[src/rtl/rr_or_mux.sv]
// rr_or_mux: registered CH-channel multiplexer with a round-robin arbiter
// (mode=0) and an OR-merge mode (mode=1) that consumes every valid channel
// in one beat. Each input channel has a valid/ready handshake, and there is
// a single output register stage with valid/ready toward the consumer.
//
// Optional feature macro: RR_OR_MUX_STATS_EN
//   When defined, the module has an extra output port xfer_cnt. It is a
//   16-bit saturating count of the accepted output transfers.
//   When undefined, the port and the counter do not exist.
module rr_or_mux #(
  parameter int WIDTH = 8,
  parameter int CH    = 4,
  parameter int CHW   = (CH > 1) ? $clog2(CH) : 1
) (
  input  logic                  clk,
  input  logic                  rst_n,
  input  logic [CH*WIDTH-1:0]   in_data,
  input  logic [CH-1:0]         in_valid,
  output logic [CH-1:0]         in_ready,
  input  logic                  mode,
  output logic [WIDTH-1:0]      out_data,
  output logic                  out_valid,
  input  logic                  out_ready,
  output logic [CHW-1:0]        out_ch
`ifdef RR_OR_MUX_STATS_EN
  ,
  output logic [15:0]           xfer_cnt
`endif
);

  // Channel index reached by stepping 'off' positions past pointer p, modulo CH.
  function automatic logic [CHW-1:0] rr_idx(input logic [CHW-1:0] p, input int off);
    int sum;
    sum = (int'(p) + off) % CH;
    return CHW'(sum);
  endfunction

  // One-hot vector with only bit idx set.
  function automatic logic [CH-1:0] onehot(input logic [CHW-1:0] idx);
    logic [CH-1:0] v;
    v      = '0;
    v[idx] = 1'b1;
    return v;
  endfunction

  // The output register and the last-grant pointer.
  logic [WIDTH-1:0]           r_out_data;
  logic                       r_out_valid;
  logic [CHW-1:0]             r_out_ch;
  logic [CHW-1:0]             r_ptr;

  // Signals computed combinationally each cycle.
  logic [CH-1:0][WIDTH-1:0]   w_ch_data;
  logic                       w_load;
  logic [CHW-1:0]             w_grant;
  logic                       w_found;
  logic [CHW-1:0]             w_low;
  logic [WIDTH-1:0]           w_or_data;
  logic [WIDTH-1:0]           w_sel_data;

  // The flat input bus has the same bit layout as the packed per-channel view.
  assign w_ch_data = in_data;

  // A new beat can enter when the register is empty or is being drained in
  // this cycle. Reset blocks loading, so pending inputs stay unconsumed.
  assign w_load = (!r_out_valid || out_ready) && rst_n && (|in_valid);

  // Round-robin search: first valid channel after the last grant, wrapping modulo CH.
  always_comb begin
    w_grant = '0;
    w_found = 1'b0;
    for (int off = 1; off <= CH; off++) begin
      if (!w_found && in_valid[rr_idx(r_ptr, off)]) begin
        w_found = 1'b1;
        w_grant = rr_idx(r_ptr, off);
      end else begin
        w_found = w_found;
      end
    end
  end

  // Lowest valid channel index; it labels an OR-merged beat.
  always_comb begin
    w_low = '0;
    for (int k = CH - 1; k >= 0; k--) begin
      if (in_valid[CHW'(k)]) begin
        w_low = CHW'(k);
      end else begin
        w_low = w_low;
      end
    end
  end

  // Bitwise OR of every valid channel; an invalid channel contributes zero.
  always_comb begin
    w_or_data = '0;
    for (int k = 0; k < CH; k++) begin
      if (in_valid[CHW'(k)]) begin
        w_or_data = w_or_data | w_ch_data[CHW'(k)];
      end else begin
        w_or_data = w_or_data;
      end
    end
  end

  // Data of the granted channel in select mode.
  assign w_sel_data = w_ch_data[w_grant];

  // Handshake back to producers: grant one channel, all valid ones, or none.
  always_comb begin
    if (!w_load) begin
      in_ready = '0;
    end else if (mode) begin
      in_ready = in_valid;
    end else begin
      in_ready = onehot(w_grant);
    end
  end

  // Output register. A load captures the merged or selected beat. A drain
  // with nothing to load clears valid but keeps data and channel unchanged.
  // In every other cycle the register holds.
  always_ff @(posedge clk) begin
    if (!rst_n) begin
      r_out_valid <= 1'b0;
      r_out_data  <= '0;
      r_out_ch    <= '0;
      r_ptr       <= CHW'(CH - 1);
    end else if (w_load) begin
      r_out_valid <= 1'b1;
      if (mode) begin
        r_out_data <= w_or_data;
        r_out_ch   <= w_low;
        r_ptr      <= r_ptr;
      end else begin
        r_out_data <= w_sel_data;
        r_out_ch   <= w_grant;
        r_ptr      <= w_grant;
      end
    end else if (r_out_valid && out_ready) begin
      r_out_valid <= 1'b0;
    end else begin
      r_out_valid <= r_out_valid;
    end
  end

  assign out_data  = r_out_data;
  assign out_valid = r_out_valid;
  assign out_ch    = r_out_ch;

`ifdef RR_OR_MUX_STATS_EN
  logic [15:0] r_xfer_cnt;

  // Count the accepted output transfers. The count sticks at all-ones.
  always_ff @(posedge clk) begin
    if (!rst_n) begin
      r_xfer_cnt <= 16'h0000;
    end else if (r_out_valid && out_ready && (r_xfer_cnt != 16'hFFFF)) begin
      r_xfer_cnt <= r_xfer_cnt + 16'h0001;
    end else begin
      r_xfer_cnt <= r_xfer_cnt;
    end
  end

  assign xfer_cnt = r_xfer_cnt;
`endif

endmodule
[config.mk]
export PLATFORM = sky130hd
export DESIGN_NAME = rr_or_mux
export DESIGN_NICKNAME = d
export VERILOG_FILES = /design/src/rtl/rr_or_mux.sv
export SDC_FILE = /design/constraint.sdc
export NUM_CORES = 1
export LEC_CHECK = 0
export ABC_AREA = 1
export CELL_PAD_IN_SITES_DETAIL_PLACEMENT = 0
export CELL_PAD_IN_SITES_GLOBAL_PLACEMENT = 1
export CORE_AREA = 2 2 72 74
export DETAILED_ROUTE_END_ITERATION = 10
export DIE_AREA = 0 0 74 76
export GPL_ROUTABILITY_DRIVEN = 0
export PLACE_DENSITY = 0.8
export SETUP_SLACK_MARGIN = 0.2
export SLEW_MARGIN = 40
export SYNTH_ARGS = -nofsm -noshare
export SYNTH_HDL_FRONTEND = slang
export SYNTH_SLANG_ARGS = --single-unit
[constraint.sdc]
create_clock -name clk -period 2.52 [get_ports clk]
set_clock_uncertainty 0.2 [all_clocks]
set_input_delay 0.504 -clock clk [delete_from_list [all_inputs] [get_ports clk]]
set_output_delay 0.504 -clock clk [all_outputs]
set_load 0.05 [all_outputs]
==> out/results.txt, run 1 <==
Worst Setup EP = in_ready[1]
Post-Synthesis Cell Area = 1323 µm²
gr ovfl total = 0
minimum clock period = 2713 ps
FF-to-FF setup slack = -100 ps
crit path kind = reg -> out
worst skew pair latency = 250 ps
worst-path fanout max = 9
Die Ht = 76 µm
YS warnings = 0
RSZ-0062 raised after global routing = true
initial antenna violation count = 0
CTS tree = built
drt pass-1 iters = 4
Crit path max-delay family = simple AND/OR/NAND/NOR gates
Vias = 1813
GRT Util Overall = 18.95%
hold crit path type = reg -> reg
Num CTS Buffers = 3
# rows = 26
CP Capture Type = output port
Critical Path, Cell by Cell = inv_8 > nand2_1 > nand2_2 > nand2_2 > nand2_4 > buf_12 > nand4_1 > nand2_4 > inv_4 > a21oi_4 > a211oi_4 > buf_12
top-count cell post-synth = nand2_1
Synth Flop Type = dfxtp_1
first-pass GRT wire length = 8328 µm
worst r2r src = r_ptr[0]
max cap viols = 0
Crit path arrival time = 2010 ps
final setup fails = 5
#FFs+latches synth = 13
Max transition margin = 62.95%
Ports = 55
Final Max Slew Viols = 0
Worst Path Buf+Inv = 4
Critical Path RT = 1820 ps
post-synth top area share = 19.68%
CP Launch Point = r_ptr[0]
P_leak = 1.145 nW
Fin. Hold Viols = 0
core area = 4912 µm²
WP depth = 12
Worst path max stage delay = 410 ps
Final ANT Viol Nets = 0
Die X = 74 µm
vias per inst = 4.734
Netlist cell types = 30
clk slew on worst S/H paths = 60 ps
Starting Density = 26.92%
clk buf depth = 2
clock sinks = 13
Max Clk Rate = 0.3686 GHz
Total Neg Setup Slack = -744.5 ps
WL/cell = 13.62 µm
Clock Root Buffer = clkbuf_8
top cells by area, synth = dfxtp_1 20%, nand3_1 16%, nand2_1 16%
number of flops mapped to enable cells by yosys = 0
P&R area growth vs syn = 99.91%
Slew @ Worst Pin = 553.7 ps
pin count of the biggest net entering global routing = 17
Residual DRC = 0
Synth Net Count = 255
pwr dens = 504.0 nW/µm²
Die Area = 5624 µm²
startpoint types = flip-flop
H-tree Lvls = 1
HPWL Detailed = 3838 µm
Detailed Route WL = 5218 µm
cell taking the most area after synthesis = dfxtp_1
diode count = 0
Post-Syn Instances = 215
vias in the first global route = 1811
crit share post-route = 107.6%
violated checks = setup timing
fill cell count = 458
Peak VDD IR = 0.3802 mV
RR Endpoint = r_ptr[0]
port buffer count = 54
Worst path slowest cell = dfxtp_4
worst slack, placed = -610.7 ps
share of cells above drive strength 1 = 41.21%
syn avg cell area = 6.151 µm²
Seq/Total Area, Yosys = 19.68%
Post-synth ARST share = 0%
top post-synthesis cells by count = 56 x nand2_1, 43 x nand3_1, 16 x a21oi_1
1st-iter DRT viols = 78
Final #Nets = 354
setup ws final = -192.7 ps
Reg2Reg Depth = 19
run status = complete, but fails checks
flip-flops by register name, summed over array words and instances, names as in the netlist:
signal,cells
out_ch,2
out_data,8
out_valid,1
r_ptr,2
power by group:
group / leakage (nW) / internal (W) / total (W) / switching (W)
Clock: 0.0228 / 0.000112 / 0.000190 / 0.0000780
Sequential: 0.108 / 0.000232 / 0.000250 / 0.0000181
Combinational: 1.02 / 0.000405 / 0.000893 / 0.000488
routing by layer:
metal  wire length [µm]  GRT usage [%]
met5                  0              0
met4                 60          5.091
met3                291          5.026
met2               2714          32.95
met1               2152          22.47
cells in the final DEF (no fill, tap or decap), types with 8 or more instances in the layout:
master,count
a21oi_1,14
a22oi_1,8
buf_4,41
clkdlybuf4s50_1,46
dfxtp_1,11
inv_1,10
nand2_1,37
nand2_2,22
nand2_4,12
nand3_1,38
nor2_1,11
logic make-up (layout without fill, tap and decap cells):
| group | after synthesis | in the layout | synth area share (%) |
|---|---|---|---|
| flops | 13 | 13 | 19.68 |
| compound gates | 35 | 35 | 16.65 |
| simple gates | 138 | 138 | 52.51 |
| buf+inv | 29 | 127 | 11.16 |
how the worst min path moves through the flow:
| stage | start | endpoint | slack (ps) | cells past startpoint |
|---|---|---|---|---|
| after floorplan | r_ptr[1] | r_ptr[1] | 390 | 2 |
| after CTS | out_ch[1] | out_ch[1] | 280 | 2 |
| after detailed placement | out_ch[1] | out_ch[1] | 270 | 2 |
| final | out_ch[1] | out_ch[1] | 310 | 2 |
| after global placement | out_ch[1] | out_ch[1] | 260 | 2 |
| after global routing | out_ch[1] | out_ch[1] | 310 | 2 |
layout make-up:
class	count	area [µm²]	share of cell area, %
Multi-Input combinational cell	173	1139	43.07
Timing Repair Buffer	105	1013	38.33
Sequential cell	13	265.3	10.03
Inverter	18	93.84	3.549
Tap cell	70	87.58	3.313
Clock buffer	4	45.04	1.704
worst min-delay path: stages, from the launching register on:
cell and delay [ps]:
dfxtp_1 310, nand2_1 70, a21oi_1 70
metrics by stage:
stage          util, %  cells  hold WS (ps)  instance area, µm²  total power (W)
2_1_floorplan        -    215         386.6                1439        0.0007326
3_3_place_gp     46.31    359         259.7                2275        0.0009866
3_5_place_dp     46.31    359         267.0                2275        0.0009909
4_1_cts          52.45    382         282.8                2576         0.001291
5_1_grt          53.82    383         311.1                2644         0.001416
6_report         53.82    383         306.1                2644         0.001332
timing repair:
action | in CTS | in global routing
gates resized for setup | 41 | 20
hold buffers | 0 | 0
setup buffers | 19 | 1
setup endpoints to repair | 15 | 14
gates cloned | 0 | 0
pin swaps | 21 | 10
No activity file was read; power rests on OpenSTA's default activity.
==> run 2, diff against run 1 <==
- MAX_ROUTING_LAYER: unset -> met4
==> out/results.txt, run 2 (synthesis gave the netlist of run 1 again) <==
Reg2Reg Depth = 19 (unchanged)
WL/cell = 13.65 µm (+0.17%)
Detailed Route WL = 5227 µm (+0.17%)
commonest cells after routing, fill and taps aside = 46 x clkdlybuf4s50_1, 41 x buf_4, 38 x nand3_1
worst slack, placed = -610.7 ps (unchanged)
hold crit path type = reg -> reg
Ports = 55 (unchanged)
crit share post-route = 107.6% (about the same)
final instance area = 2644 µm² (unchanged)
startpoint types = flip-flop
Residual DRC = 0 (unchanged)
clock sinks = 13 (unchanged)
Final ANT Viol Nets = 0 (unchanged)
first-pass GRT wire length = 8314 µm (-0.17%)
core area = 4912 µm² (unchanged)
P&R area growth vs syn = 99.91% (unchanged)
final setup fails = 5 (unchanged)
Worst Setup EP = in_ready[1]
Num CTS Buffers = 3 (unchanged)
1st-iter DRT viols = 80 (+2.6%)
Max Clk Rate = 0.3689 GHz (about the same)
Max transition margin = 62.01% (-0.94 points)
Post-CTS Hold Fix Bufs = 0 (unchanged)
Final Max Slew Viols = 0 (unchanged)
Vias = 1799 (-0.77%)
crit path kind = reg -> out
setup ws final = -191.1 ps (+1.648 ps)
Starting Density = 26.92% (unchanged)
Final #Nets = 354 (unchanged)
RR Endpoint = r_ptr[0]
share of cells above drive strength 1 = 41.21% (unchanged)
port buffer count = 54 (unchanged)
vias in the first global route = 1816 (+0.28%)
CTS tree = built
pin count of the biggest net entering global routing = 17 (unchanged)
violated checks = setup timing
FF-to-FF setup slack = -100 ps (about the same)
pwr dens = 504.8 nW/µm² (+0.17%)
Peak VDD IR = 0.3827 mV (+0.67%)
RSZ-0062 raised after global routing = true
GRT Util Overall = 19.40% (+0.46 points)
Die X = 74 µm (unchanged)
Total Neg Setup Slack = -741.9 ps (+2.679 ps)
initial antenna violation count = 0 (unchanged)
CP Launch Point = r_ptr[0]
Die Ht = 76 µm (unchanged)
diode count = 0 (unchanged)
Die Area = 5624 µm² (unchanged)
Slew @ Worst Pin = 567.7 ps (+14.04 ps)
worst r2r src = r_ptr[0]
clk buf depth = 2 (unchanged)
clk slew on worst S/H paths = 60 ps (about the same)
worst skew pair latency = 250 ps (about the same)
Critical Path RT = 1820 ps (about the same)
HPWL Detailed = 3838 µm (unchanged)
max cap viols = 0 (unchanged)
CP Capture Type = output port
Total Power = 0.001335 W (+0.17%)
vias per inst = 4.697 (-0.77%)
commonest non-fill, non-tap cell in the layout = clkdlybuf4s50_1
drt pass-1 iters = 4 (unchanged)
fill cell count = 458 (unchanged)
Hold WS = 308.2 ps (+2.091 ps)
worst-path fanout max = 9 (unchanged)
placed instance area = 2275 µm² (unchanged)
run status = complete, but fails checks
P_leak = 1.145 nW (unchanged)
# rows = 26 (unchanged)
Fin. Hold Viols = 0 (unchanged)
H-tree Lvls = 1 (unchanged)
gr ovfl total = 0 (unchanged)
max reg flops = 8 (unchanged)
Clock Root Buffer = clkbuf_8
minimum clock period = 2711 ps (-1.648 ps)
Crit path arrival time = 2010 ps (about the same)
[run 2: how the worst min path moves through the flow]
stage	startpoint	endpoint	slack [ps]	depth (start not counted)
3_3_place_gp	out_ch[1]	out_ch[1]	260	2
2_1_floorplan	r_ptr[1]	r_ptr[1]	390	2
3_5_place_dp	out_ch[1]	out_ch[1]	270	2
4_1_cts	out_ch[1]	out_ch[1]	280	2
6_report	out_ch[1]	out_ch[1]	310	2
5_1_grt	out_ch[1]	out_ch[1]	310	2
[run 2: layer usage]
metal	wire length [µm]	global-route usage, %	up-vias	share of wire (%)
met2	2704	33.04	50	52
met5	0	-	-	0
li1	-	-	930	-
met1	2243	22.95	812	43
met3	218	3.836	7	4.2
met4	61	5.091	0	1.2
[run 2: metrics by stage]
step	utilization, %	instances
3_5_place_dp	46.31	359
2_1_floorplan	-	215
4_1_cts	52.45	382
5_1_grt	53.82	383
6_report	53.82	383
3_3_place_gp	46.31	359
[run 2: cell type report]
class | instances | area, µm² | share of cell area (%)
clock buffer | 4 | 45.04 | 1.704
timing repair buffer | 105 | 1013 | 38.33
multi-input combinational | 173 | 1139 | 43.07
tap | 70 | 87.58 | 3.313
inverter | 18 | 93.84 | 3.549
sequential | 13 | 265.3 | 10.03
[run 2: power breakdown]
| group | switching [W] | internal, W | total [W] |
|---|---|---|---|
| Clock | 0.0000794 | 0.000112 | 0.000191 |
| Sequential | 0.0000181 | 0.000232 | 0.000250 |
| Combinational | 0.000489 | 0.000405 | 0.000894 |
[run 2: worst max-delay path, stage by stage, from the launching register on]
cell,delay [ps]
dfxtp_4,410
inv_8,60
nand2_1,70
nand2_2,90
nand2_2,100
nand2_4,70
buf_12,130
nand4_1,140
nand2_4,100
inv_4,80
a21oi_4,60
a211oi_4,270
buf_12,170
[run 2: timing repair]
item / CTS / global route
pin swaps: 21 / 10
buffers inserted: 19 / 1
hold endpoints to repair: 0 / 0
endpoints found under the setup margin: 15 / 14
gates resized for setup: 41 / 20
